===== src/rtl/encoder_pkg.sv =====
// Shared 64b/66b definitions for the 10GBASE-R encode/decode path.
package encoder_pkg;

  // Legal 2-bit sync header values
  localparam logic [1:0] SYNC_DATA = 2'b01;
  localparam logic [1:0] SYNC_CTL  = 2'b10;

  // Receive block-lock controller states
  typedef enum logic {
    TEST_SH   = 1'b0,
    SLIP_WAIT = 1'b1
  } lock_state_t;

  // A header is valid only when its two bits differ in one of the two legal ways
  function automatic logic is_sync_header(input logic [1:0] hdr);
    return (hdr == SYNC_DATA) || (hdr == SYNC_CTL);
  endfunction

endpackage


===== src/rtl/rx_block_lock.sv =====
// Receive block-lock controller: tracks sync headers of valid 66-bit blocks,
// asserts block lock after a clean window and commands single-block gearbox
// slips while searching for (or after losing) alignment.
//
// state     | meaning
// ----------+-----------------------------------------------------------
// TEST_SH   | sampling headers on valid cycles, counting window/invalids
// SLIP_WAIT | slip issued; ignore input while the gearbox realigns
module rx_block_lock
  import encoder_pkg::*;
#(
  parameter int SH_CNT_MAX       = 64,
  parameter int SH_INVALID_MAX   = 16,
  parameter int SLIP_WAIT_CYCLES = 32
) (
  input  logic        i_rxc,
  input  logic        i_reset,
  input  logic        i_init_done,
  input  logic [1:0]  i_rx_header,
  input  logic        i_rx_valid,
  output logic        o_slip,
  output logic        o_block_lock,
  output logic [15:0] o_slip_count
);

  localparam int CNT_W  = $clog2(SH_CNT_MAX + 1);
  localparam int INV_W  = $clog2(SH_INVALID_MAX + 1);
  localparam int WAIT_W = $clog2(SLIP_WAIT_CYCLES + 1);

  localparam logic [CNT_W-1:0]  CNT_MAX  = CNT_W'(SH_CNT_MAX);
  localparam logic [INV_W-1:0]  INV_MAX  = INV_W'(SH_INVALID_MAX);
  localparam logic [WAIT_W-1:0] WAIT_LD  = WAIT_W'(SLIP_WAIT_CYCLES);

  lock_state_t       state, state_n;
  logic [CNT_W-1:0]  sh_cnt, sh_cnt_n;
  logic [INV_W-1:0]  sh_invld_cnt, sh_invld_cnt_n;
  logic [WAIT_W-1:0] wait_cnt, wait_cnt_n;
  logic              slip_n;
  logic              lock_n;
  logic [15:0]       slip_count_n;

  logic              sh_valid;
  logic [CNT_W-1:0]  cnt_inc;
  logic [INV_W-1:0]  invld_inc;
  logic              lose_lock;

  // Per-sample arithmetic shared by all TEST_SH rules
  always_comb begin
    sh_valid  = is_sync_header(i_rx_header);
    cnt_inc   = sh_cnt + 1'b1;
    invld_inc = sh_invld_cnt + INV_W'(!sh_valid);
    // Unlocked: any bad header slips. Locked: only the window's last allowed one.
    lose_lock = !sh_valid && (!o_block_lock || (invld_inc == INV_MAX));
  end

  // Next-state and next-output logic
  always_comb begin
    state_n        = state;
    sh_cnt_n       = sh_cnt;
    sh_invld_cnt_n = sh_invld_cnt;
    wait_cnt_n     = wait_cnt;
    slip_n         = 1'b0;
    lock_n         = o_block_lock;
    slip_count_n   = o_slip_count;

    case (state)
      TEST_SH: begin
        if (i_rx_valid) begin
          if (lose_lock) begin
            lock_n         = 1'b0;
            slip_n         = 1'b1;
            slip_count_n   = (o_slip_count == 16'hFFFF) ? o_slip_count
                                                        : o_slip_count + 16'd1;
            sh_cnt_n       = '0;
            sh_invld_cnt_n = '0;
            wait_cnt_n     = WAIT_LD;
            state_n        = SLIP_WAIT;
          end else if (cnt_inc == CNT_MAX) begin
            // Window complete: a clean window grants lock, a dirty one keeps it as-is
            if (invld_inc == '0) begin
              lock_n = 1'b1;
            end
            sh_cnt_n       = '0;
            sh_invld_cnt_n = '0;
          end else begin
            sh_cnt_n       = cnt_inc;
            sh_invld_cnt_n = invld_inc;
          end
        end
      end

      SLIP_WAIT: begin
        // Down-counter: loaded with the hold-off length, leaves at terminal count
        if (wait_cnt == '0) begin
          state_n        = TEST_SH;
          sh_cnt_n       = '0;
          sh_invld_cnt_n = '0;
        end else begin
          wait_cnt_n = wait_cnt - 1'b1;
        end
      end

      default: begin
        state_n = TEST_SH;
      end
    endcase
  end

  // State and output registers; init_done low clears everything except the slip tally
  always_ff @(posedge i_rxc) begin
    if (i_reset) begin
      state        <= TEST_SH;
      sh_cnt       <= '0;
      sh_invld_cnt <= '0;
      wait_cnt     <= '0;
      o_slip       <= 1'b0;
      o_block_lock <= 1'b0;
      o_slip_count <= 16'd0;
    end else if (!i_init_done) begin
      state        <= TEST_SH;
      sh_cnt       <= '0;
      sh_invld_cnt <= '0;
      wait_cnt     <= '0;
      o_slip       <= 1'b0;
      o_block_lock <= 1'b0;
    end else begin
      state        <= state_n;
      sh_cnt       <= sh_cnt_n;
      sh_invld_cnt <= sh_invld_cnt_n;
      wait_cnt     <= wait_cnt_n;
      o_slip       <= slip_n;
      o_block_lock <= lock_n;
      o_slip_count <= slip_count_n;
    end
  end

endmodule


===== config.mk =====
export PLATFORM = sky130hd
export DESIGN_NAME = rx_block_lock
export DESIGN_NICKNAME = d
export VERILOG_FILES = /design/src/rtl/encoder_pkg.sv /design/src/rtl/rx_block_lock.sv
export SDC_FILE = /design/constraint.sdc
export NUM_CORES = 1
export LEC_CHECK = 0
export ABC_AREA = 1
export CAP_MARGIN = 20
export CORE_AREA = 2 2 54 81
export CTS_CLUSTER_DIAMETER = 50
export DETAILED_ROUTE_END_ITERATION = 12
export DIE_AREA = 0 0 56 83
export HOLD_SLACK_MARGIN = 0.12
export PLACE_DENSITY = 0.85
export SLEW_MARGIN = 0
export SYNTH_ARGS = -nofsm -noshare
export SYNTH_HDL_FRONTEND = slang
export SYNTH_SLANG_ARGS = --single-unit

===== constraint.sdc =====
create_clock -name i_rxc -period 2.7 [get_ports i_rxc]
set_input_delay 0.27 -clock i_rxc [delete_from_list [all_inputs] [get_ports i_rxc]]
set_output_delay 0.27 -clock i_rxc [all_outputs]
set_load 0.01 [all_outputs]

==> flow_summary.toml <==
[global_routing]
grt.busiest_layer = "met2"
track_usage_pct = 21.7
use_met3_pct = 4.05
gr-usage-met2_pct = 39.5
grt_overflow = 0
use_met1_pct = 24.2
grt_max_degree = 18
grt_pass1_vias = 1929
antenna_found_initial = 0
grt_pass1_wl_mm = 8.32

[logic_synthesis]
synthFlopType = "dfxtp_1"
yosysWarnings = 0
synthTopCellsByArea = "dfxtp_1 35%, nand2_1 15%, nand3_1 9.1%"
synth.avg_cell_area_um2 = 6.80
async_reset_ff_share_pct = 0
synth_seq_cells = 37
synthesis.nets = 327
yosysUniqueCellTypes = 26
seq_area_frac_synth_pct = 34.6
synth.most_common_cell = "nand2_1"
synth_top_area_cell = "dfxtp_1"
syn_area_mm2 = 0.00214
syn_inst = 315
yosys-top-cells-count = "83 x nand2_1, 39 x nand3_1, 37 x a21oi_1, 37 x dfxtp_1, 31 x nor2_1"
synth-edff-count = 0
synth_top_area_share_pct = 34.6

[flow_run]
drv_cap = 0

[finish]
fill_cells = 373
nets = 355
area_delta_synth_final_pct = 16.7
drive_above_1_share_pct = 8.43
antenna_cells = 0

[route]
drt-initial-drc-count = 97
wire_per_inst_um = 12.6
finalWirelength_mm = 4.89
drc = 0
drt-pass1-iter-count = 4
vias_per_cell = 5.49
detail-route-antenna-nets = 0
vias = 2135

[timing]
setup_tns_ns = 0
maxSlewHeadroom_pct = 72.1
fin_crit_sh_pct = 88.5
tightest_slew_ns = 0.415
max_freq_ghz = 0.419
slew_viol_final = 0
fin_skew_ns = 0.00971
hold_violations = 0
fin_crit_ns = 2.39
rsz0062_at_grt = "false"
setup_slack_ns = 0.312
setup_violations = 0

[critical_path]
critPathSlowestCell = "clkdlybuf4s50_1"
cp_slowest_stage_delay_ns = 0.47
critPathRequiredTime_ns = 2.91
critPathKind = "input port to flop"
cp_cell_sequence = "clkdlybuf4s50_1, xor2_1, inv_1, ha_1, ha_1, inv_1, nand2_1, nor2_2, nand3_2, a21oi_4, nand3_1, a21oi_1"
worstSetupStartpointType = "input port"
cp-end-kind = "flop"
cp.arrival_ns = 2.60
critPathMaxFanout = 14

[die]
core_mm2 = 0.00392
std_cell_rows = 28
start_util_pct = 54.6
io_pins = 24
die-area_mm2 = 0.00465
floorplan.die.height_um = 83
die_w_um = 56

[placement]
dp_hpwl_mm = 3.57
place.gp.congestion = 0.875
io_buffers = 23
pre_cts_ws_ns = 0.0196

[clock_network]
post_cts_buffers = 0
cts_tree = "yes"
clk_pin_slew_worst_paths_ns = 0.07
clockBufferDepth = 2
cts_sinks = 37
clock_latency_ns = 0.29
cts.htree.levels = 2
cts_resized = 0
root_buffer = "clkbuf_8"
cts_buffers = 5
cts_hold_buf = 0

[run_status]
status = "finished, final reports clean"

[power]
power-per-cell-area_mw_per_mm2 = 419
ir_drop_v = 0.000344
leakage_nw = 0.931

[min_path]
hold_path_class = "flop to flop"
flip-flops by register name, summed over array words and instances (netlist names):
| name | count |
|---|---|
| o_block_lock | 1 |
| o_slip | 1 |
| o_slip_count | 16 |
| sh_cnt | 7 |
| sh_invld_cnt | 5 |
| state | 1 |
| wait_cnt | 6 |
through the flow:
stage	util [%]	power [mW]	instances	hold WS, ns	cell area (µm²)
after floorplan	-	0.650	315	0.339	2140
after global placement	61.6	0.682	381	0.442	2420
after detailed placement	61.6	0.684	381	0.447	2420
after CTS	63.7	1.06	389	0.456	2500
after global routing	63.7	1.09	389	0.481	2500
final	63.7	1.05	389	0.450	2500
cells in the final DEF, fill, tap and decap left out:
cell | Yosys | final
nand2_1 | 83 | 83
nand3_1 | 39 | 39
a21oi_1 | 37 | 37
dfxtp_1 | 37 | 37
nor2_1 | 31 | 31
inv_1 | 23 | 23
clkdlybuf4s50_1 | 0 | 23
xor2_1 | 9 | 9
o21ai_0 | 8 | 8
xnor2_1 | 7 | 7
ha_1 | 6 | 6
buf_4 | 2 | 6
nor3_1 | 5 | 5
clkbuf_8 | 0 | 5
nand4_1 | 4 | 4
nor2_2 | 3 | 3
nand3_2 | 3 | 3
nand2_2 | 3 | 3
clkinv_2 | 1 | 3
inv_2 | 2 | 2
nand3b_1 | 2 | 2
nor2_4 | 1 | 1
nand3_4 | 1 | 1
a21oi_4 | 1 | 1
or2_2 | 1 | 1
clkbuf_1 | 4 | 1
kinds of logic after synthesis:
kind of cell / synth area share [%]
buffers and inverters: 7.24
AND/OR/NAND/NOR: 36.9
AO/OA/AOI/OAI: 11.3
adder cells (fa/ha/maj): 3.50
flip-flops: 34.6
XOR/XNOR: 6.54
layer usage:
| metal | part of all wire [%] | wire (µm) |
|---|---|---|
| met3 | 3.4 | 165 |
| met4 | 1.5 | 73 |
| met1 | 40 | 1970 |
| met2 | 55 | 2690 |
| met5 | 0 | 0 |
cell type report:
type	instances	area, µm²	share of cell area (%)
clock buffers	6	72.6	2.90
clock inverters	2	10.0	0.400
inverters	26	98.8	3.95
multi-input cells	244	1250	49.9
flip-flops and latches	37	741	29.6
well taps	45	56.3	2.25
repair buffers	29	275	11.0
path summary, 6_finish.rpt:
kind         slack [ns]                to  depth (start not counted)             from
max                0.31  o_slip_count[14]                         12   i_rx_header[1]
min                0.45       wait_cnt[0]                          1      wait_cnt[0]
max reg2reg        0.71  o_slip_count[14]                          9  sh_invld_cnt[0]
min reg2reg        0.45       wait_cnt[0]                          1      wait_cnt[0]
critical path: cells and delay by family:
kind	cells	cell delay [ns]
xor+xnor	1	0.19
simple gates	4	0.47
fa+ha+maj	2	0.50
compound gates	2	0.54
buf+inv	3	0.63
where the power goes:
part	switching (mW)	internal, mW	total (mW)
Combinational	0.0731	0.0410	0.114
Sequential	0.00637	0.552	0.558
Clock	0.196	0.179	0.375
Note: power is estimated with default switching activity, not from simulation.
